==> src/rtl/dmem_arb_pkg.sv <==
// Shared defaults and owner encoding for the dmem arbiter, scanner and memory map.
package dmem_arb_pkg;

  localparam int unsigned ADDR_W_DEF      = 12;
  localparam int unsigned DATA_W_DEF      = 32;
  localparam int unsigned MAX_CPU_RUN_DEF = 4;
  localparam int unsigned BOARD_BASE_DEF  = 32'h100;
  localparam int unsigned BOARD_WORDS_DEF = 200;
  localparam int unsigned CTR_W           = 4;

  typedef enum logic [1:0] {
    OWN_NONE   = 2'd0,
    OWN_CPU_RD = 2'd1,
    OWN_VGA_RD = 2'd2
  } owner_e;

endpackage

==> src/rtl/arb_starve_ctr.sv <==
// Counts consecutive CPU wins while the scanner waits; forces a scanner slot at the limit.
module arb_starve_ctr
  import dmem_arb_pkg::*;
#(
  parameter int unsigned MAX_CPU_RUN = MAX_CPU_RUN_DEF
) (
  input  logic clk_i,
  input  logic rst_i,
  input  logic cpu_req_i,
  input  logic vga_req_i,
  output logic force_vga_o
);

  localparam logic [CTR_W-1:0] RUN_MAX = CTR_W'(MAX_CPU_RUN);

  logic [CTR_W-1:0] cnt_q, cnt_d;
  logic             at_max;

  assign at_max      = (cnt_q == RUN_MAX);
  assign force_vga_o = cpu_req_i & vga_req_i & at_max;

  // Clears on no scanner request or a scanner grant, so it can never pass RUN_MAX.
  always_comb begin
    cnt_d = cnt_q;
    if (!vga_req_i || !cpu_req_i || at_max) begin
      cnt_d = '0;
    end else begin
      cnt_d = cnt_q + CTR_W'(1);
    end
  end

  always_ff @(posedge clk_i) begin
    if (rst_i) begin
      cnt_q <= '0;
    end else begin
      cnt_q <= cnt_d;
    end
  end

endmodule

==> src/rtl/dmem_arbiter.sv <==
// Shares single-port dmem between processor (priority) and display scanner,
// routes one-cycle read data back to the owner, and flags board-region stores.
module dmem_arbiter
  import dmem_arb_pkg::*;
#(
  parameter int unsigned ADDR_W      = ADDR_W_DEF,
  parameter int unsigned DATA_W      = DATA_W_DEF,
  parameter int unsigned MAX_CPU_RUN = MAX_CPU_RUN_DEF,
  parameter int unsigned BOARD_BASE  = BOARD_BASE_DEF,
  parameter int unsigned BOARD_WORDS = BOARD_WORDS_DEF
) (
  input  logic              clock,
  input  logic              reset,
  input  logic              cpu_req,
  input  logic              cpu_wren,
  input  logic [ADDR_W-1:0] cpu_addr,
  input  logic [DATA_W-1:0] cpu_data,
  output logic              cpu_stall,
  output logic              cpu_valid,
  output logic [DATA_W-1:0] cpu_q,
  input  logic              vga_req,
  input  logic [ADDR_W-1:0] vga_addr,
  output logic              vga_gnt,
  output logic              vga_valid,
  output logic [DATA_W-1:0] vga_q,
  output logic              board_dirty,
  input  logic              dirty_clr,
  output logic [ADDR_W-1:0] mem_addr,
  output logic [DATA_W-1:0] mem_data,
  output logic              mem_wren,
  input  logic [DATA_W-1:0] mem_q
);

  localparam int unsigned AX_W = ADDR_W + 1;
  localparam logic [AX_W-1:0] BOARD_LO = AX_W'(BOARD_BASE);
  localparam logic [AX_W-1:0] BOARD_HI = AX_W'(BOARD_BASE + BOARD_WORDS);

  logic              force_vga;
  logic              cpu_gnt;
  logic              board_hit;
  logic [AX_W-1:0]   cpu_addr_x;
  owner_e            owner_q, owner_d;
  logic [ADDR_W-1:0] last_addr_q;
  logic [DATA_W-1:0] cpu_hold_q, vga_hold_q;
  logic              dirty_q, dirty_d;

  arb_starve_ctr #(
    .MAX_CPU_RUN (MAX_CPU_RUN)
  ) u_starve (
    .clk_i       (clock),
    .rst_i       (reset),
    .cpu_req_i   (cpu_req),
    .vga_req_i   (vga_req),
    .force_vga_o (force_vga)
  );

  // Grant mux: CPU wins unless the starvation limit hands the slot to the scanner.
  always_comb begin
    cpu_gnt   = 1'b0;
    vga_gnt   = 1'b0;
    cpu_stall = 1'b0;
    mem_addr  = last_addr_q;
    mem_data  = '0;
    mem_wren  = 1'b0;
    owner_d   = OWN_NONE;
    if (cpu_req && !force_vga) begin
      cpu_gnt  = 1'b1;
      mem_addr = cpu_addr;
      mem_data = cpu_data;
      mem_wren = cpu_wren;
      owner_d  = cpu_wren ? OWN_NONE : OWN_CPU_RD;
    end else if (vga_req) begin
      vga_gnt   = 1'b1;
      cpu_stall = cpu_req;
      mem_addr  = vga_addr;
      owner_d   = OWN_VGA_RD;
    end
  end

  // Widened compare so BOARD_BASE + BOARD_WORDS cannot wrap.
  assign cpu_addr_x = {1'b0, cpu_addr};
  assign board_hit  = cpu_gnt && cpu_wren &&
                      (cpu_addr_x >= BOARD_LO) && (cpu_addr_x < BOARD_HI);

  // A store in the same cycle as a clear must keep the flag set.
  always_comb begin
    dirty_d = dirty_q;
    if (board_hit) begin
      dirty_d = 1'b1;
    end else if (dirty_clr) begin
      dirty_d = 1'b0;
    end
  end

  always_ff @(posedge clock) begin
    if (reset) begin
      owner_q     <= OWN_NONE;
      last_addr_q <= '0;
      cpu_hold_q  <= '0;
      vga_hold_q  <= '0;
      dirty_q     <= 1'b0;
    end else begin
      owner_q     <= owner_d;
      last_addr_q <= mem_addr;
      dirty_q     <= dirty_d;
      if (owner_q == OWN_CPU_RD) cpu_hold_q <= mem_q;
      if (owner_q == OWN_VGA_RD) vga_hold_q <= mem_q;
    end
  end

  assign cpu_valid   = (owner_q == OWN_CPU_RD);
  assign vga_valid   = (owner_q == OWN_VGA_RD);
  assign cpu_q       = cpu_valid ? mem_q : cpu_hold_q;
  assign vga_q       = vga_valid ? mem_q : vga_hold_q;
  assign board_dirty = dirty_q;

endmodule
==> config.mk <==
export PLATFORM = sky130hd
export DESIGN_NAME = dmem_arbiter
export DESIGN_NICKNAME = d
export VERILOG_FILES = /design/src/rtl/dmem_arb_pkg.sv /design/src/rtl/arb_starve_ctr.sv /design/src/rtl/dmem_arbiter.sv
export SDC_FILE = /design/constraint.sdc
export NUM_CORES = 1
export LEC_CHECK = 0
export CORE_ASPECT_RATIO = 1.1
export CORE_MARGIN = 2
export CORE_UTILIZATION = 30
export CTS_CLUSTER_DIAMETER = 30
export CTS_CLUSTER_SIZE = 28
export DETAILED_ROUTE_END_ITERATION = 16
export PLACE_DENSITY = 0.7
export SLEW_MARGIN = 20
export SYNTH_ARGS = -nofsm -noshare
export SYNTH_HDL_FRONTEND = slang
export SYNTH_SLANG_ARGS = --single-unit
==> constraint.sdc <==
create_clock -name clock -period 2.7 [get_ports clock]
set_input_delay 0.54 -clock clock [delete_from_list [all_inputs] [get_ports clock]]
set_output_delay 0.54 -clock clock [all_outputs]
set_load 0.01 [all_outputs]
==> qor.csv <==
stage;metric;value;unit
flow_run;maxCapViolations;0;
worst_setup_path;end_kind;primary output;
grt;grt_pass1_wl;18290;um
placed_design;dp_hpwl;8687;um
detailed_routing;first_pass_iters;4;
detailed_routing;ant_nets;0;
die;core;0.01310;sq mm
clocking;worst_skew_pair.late_latency;330;ps
synth;async_flop_share;0;%
die;dieArea;0.01420;sq mm
synth;synth_area_leader_cell;dfxtp_1;
synth;synth_edf_count;0;
timing;slew-limit-headroom;74.76;%
grt;first_global_vias;3629;
timing;final-max-slew-violation-count;0;
synth;synth_cell_types;28;
clocking;h-tree-depth;3;
grt;grt_max_degree;43;
synth;synth_top_area_share;41.77;%
die;die_w;113.8;um
clocking;root_buffer;clkbuf_16;
layout;n_antenna_cell;0;
synth;syn-num-nets;463;
clocking;cts_sinks;83;
placed_design;place.gp.congestion;0.8154;
worst_setup_path;cp.arrival;2090;ps
layout;nFillCells;1185;
layout;area_growth;69.83;%
synth;synth_ff_type;dfxtp_1;
detailed_routing;vias_per_cell;4.645;
hold_path;holdCritPathClass;reg -> reg;
grt;overflow;0;
timing;finalHoldViolCount;0;
timing;setup_viol;0;
power;peakVddDrop;0.3147;mV
detailed_routing;vias;3456;
clocking;cts_tree;done;
detailed_routing;wl_per_cell;15.65;um
worst_setup_path;critPathMaxFanout;14;
detailed_routing;totalWireLength;11640;um
timing;clock.fmax;0.3801;GHz
synth;yosysWarnings;0;
grt;antenna_found_initial;0;
placed_design;dp_slack;-183.9;ps
die;io_pins;208;
timing;fin_crit;2631;ps
clocking;cts_buffer_depth;2;
layout;drive_gt1_share;22.98;%
synth;synth-seq-cells;83;
power;powerDensity;464.4;mW/mm^2
layout;num-nets-final;675;
timing;rsz0062_at_grt;yes;
synth;synth.area.top_cells;dfxtp_1 (42%), mux2_4 (17%), nor2b_1 (12%);
clocking;path_clk_slew;50;ps
worst_setup_path;required;2160;ps
synth;syn_area_per_cell;10.84;sq um
timing;fin_crit_sh;97.44;%
detailed_routing;drc;0;
timing;skew;6.588;ps
synth;yosysSeqAreaShare;41.77;%
die;row_count;44;
timing;layout_setup_ws;69.03;ps
die;initial_core_util;30.36;%
worst_setup_path;path_class;reg -> out;
detailed_routing;dr.first_iter.drc_count;83;
worst_setup_path;start_kind;register;
timing;hold_ws;443.0;ps
power;p_leak;3.011;nW
synth;syn-instance-count;367;
run_status;status;complete, no violations;
synth;syn_area;0.003978;sq mm
timing;tightest_slew;373.9;ps
die;die_h;124.8;um
grt;grtUsageTotal;16.10;%
placed_design;port_buffers;207;
clocking;numCtsBuffers;9;
-- path summary, 6_finish.rpt --
kind / from / endpoint / slack (ps) / cells after the start
max: u_starve.cnt_q[0] / mem_addr[8] / 70 / 7
max reg2reg: u_starve.cnt_q[0] / board_dirty / 1050 / 8
min: u_starve.cnt_q[0] / u_starve.cnt_q[0] / 440 / 1
min reg2reg: u_starve.cnt_q[0] / u_starve.cnt_q[0] / 440 / 1
-- cell usage after synthesis, drive strengths merged (2+ instances only) --
master and n:
ha 2, nor3b 2, nor2 18, nor3 24
clkbuf 16, nand4b 2, and3 33, nor4 2
nand2b 2, dfxtp 83, mux2 64, buf 16
nor2b 78, a221oi 12, inv 5
-- cell type report --
type	instances	area, sq um	share of cell area (%)
timing repair buffer	233	2400	35.53
tap	161	201.4	2.982
sequential	83	1664	24.63
multi-input combinational	247	2195	32.49
clock inverter	3	40.04	0.5927
inverter	5	18.77	0.2778
clock buffer	12	236.5	3.501
-- per-layer routing --
metal	track usage (%)	part of all wire [%]	vias to the layer above	wire (um)
li1	-	-	1679	-
met1	18.04	39	1623	4574
met2	29.34	52	142	6077
met3	4.477	7.1	12	827
met4	4.735	1.4	0	159
met5	0	0	-	0
-- report_power, final --
group / switching [mW] / internal (mW) / total (mW) / leakage (nW)
clock: 0.457 / 0.709 / 1.17 / 0.136
combinational: 0.258 / 0.430 / 0.687 / 2.20
sequential: 0.0117 / 1.27 / 1.28 / 0.678
-- flip-flops by register name (all words and copies together), names as in the netlist --
signal          cells
cpu_hold_q         32
vga_hold_q         32
last_addr_q        12
u_starve.cnt_q      4
owner_q             2
board_dirty         1
-- critical path: stages (launching register included) --
cell and delay, ps:
dfxtp_2 330, inv_1 60, ha_2 220, and4b_2 270
buf_12 160, nor3_2 50, nor2_1 120, clkdlybuf4s50_1 550
-- layout by cell type, fill, tap and decap left out, types with 3 or more instances in the layout --
| cell type | instances |
|---|---|
| clkbuf_1 | 3 |
| a221oi_2 | 11 |
| dfxtp_1 | 81 |
| buf_4 | 18 |
| and3_1 | 33 |
| dlymetal6s2s_1 | 21 |
| nor2b_1 | 77 |
| nor3_2 | 11 |
| buf_12 | 7 |
| dlygate4sd2_1 | 5 |
| mux2_2 | 18 |
| nor2_1 | 18 |
| inv_1 | 5 |
| clkdlybuf4s50_1 | 180 |
| nor3_1 | 13 |
| mux2_4 | 46 |
| clkbuf_16 | 9 |
-- stage by stage --
step / utilization, % / power [mW] / area (sq um) / setup TNS [ps] / instances
detailed placement: 48.20 / 1.995 / 6316 / -4281 / 727
global placement: 48.20 / 1.988 / 6316 / -3498 / 727
finish: 51.56 / 3.137 / 6755 / 0 / 744
CTS: 50.58 / 3.192 / 6628 / -83.73 / 742
global route: 51.56 / 3.289 / 6755 / -64.65 / 744
floorplan: - / 1.601 / 3978 / 0 / 367
-- cells by family (layout without fill, tap and decap cells) --
logic type	count (synthesis)	after routing	synth area share, %
AND/OR/NAND/NOR	165	165	24.66
flip-flops	83	83	41.77
multiplexers	64	64	22.46
buffers and inverters	37	253	5.694
AO/OA/AOI/OAI	14	14	4.341
adder cells (fa/ha/maj)	2	2	0.6290
XOR/XNOR	2	2	0.4405
-- repair_timing --
item / CTS / global route
pin swaps: 0 / 0
resized for setup: 13 / 34
hold buffers: 0 / 0
endpoints found under the setup margin: 46 / 57
setup buffers: 0 / 2
(Power assumes the default switching activity.)
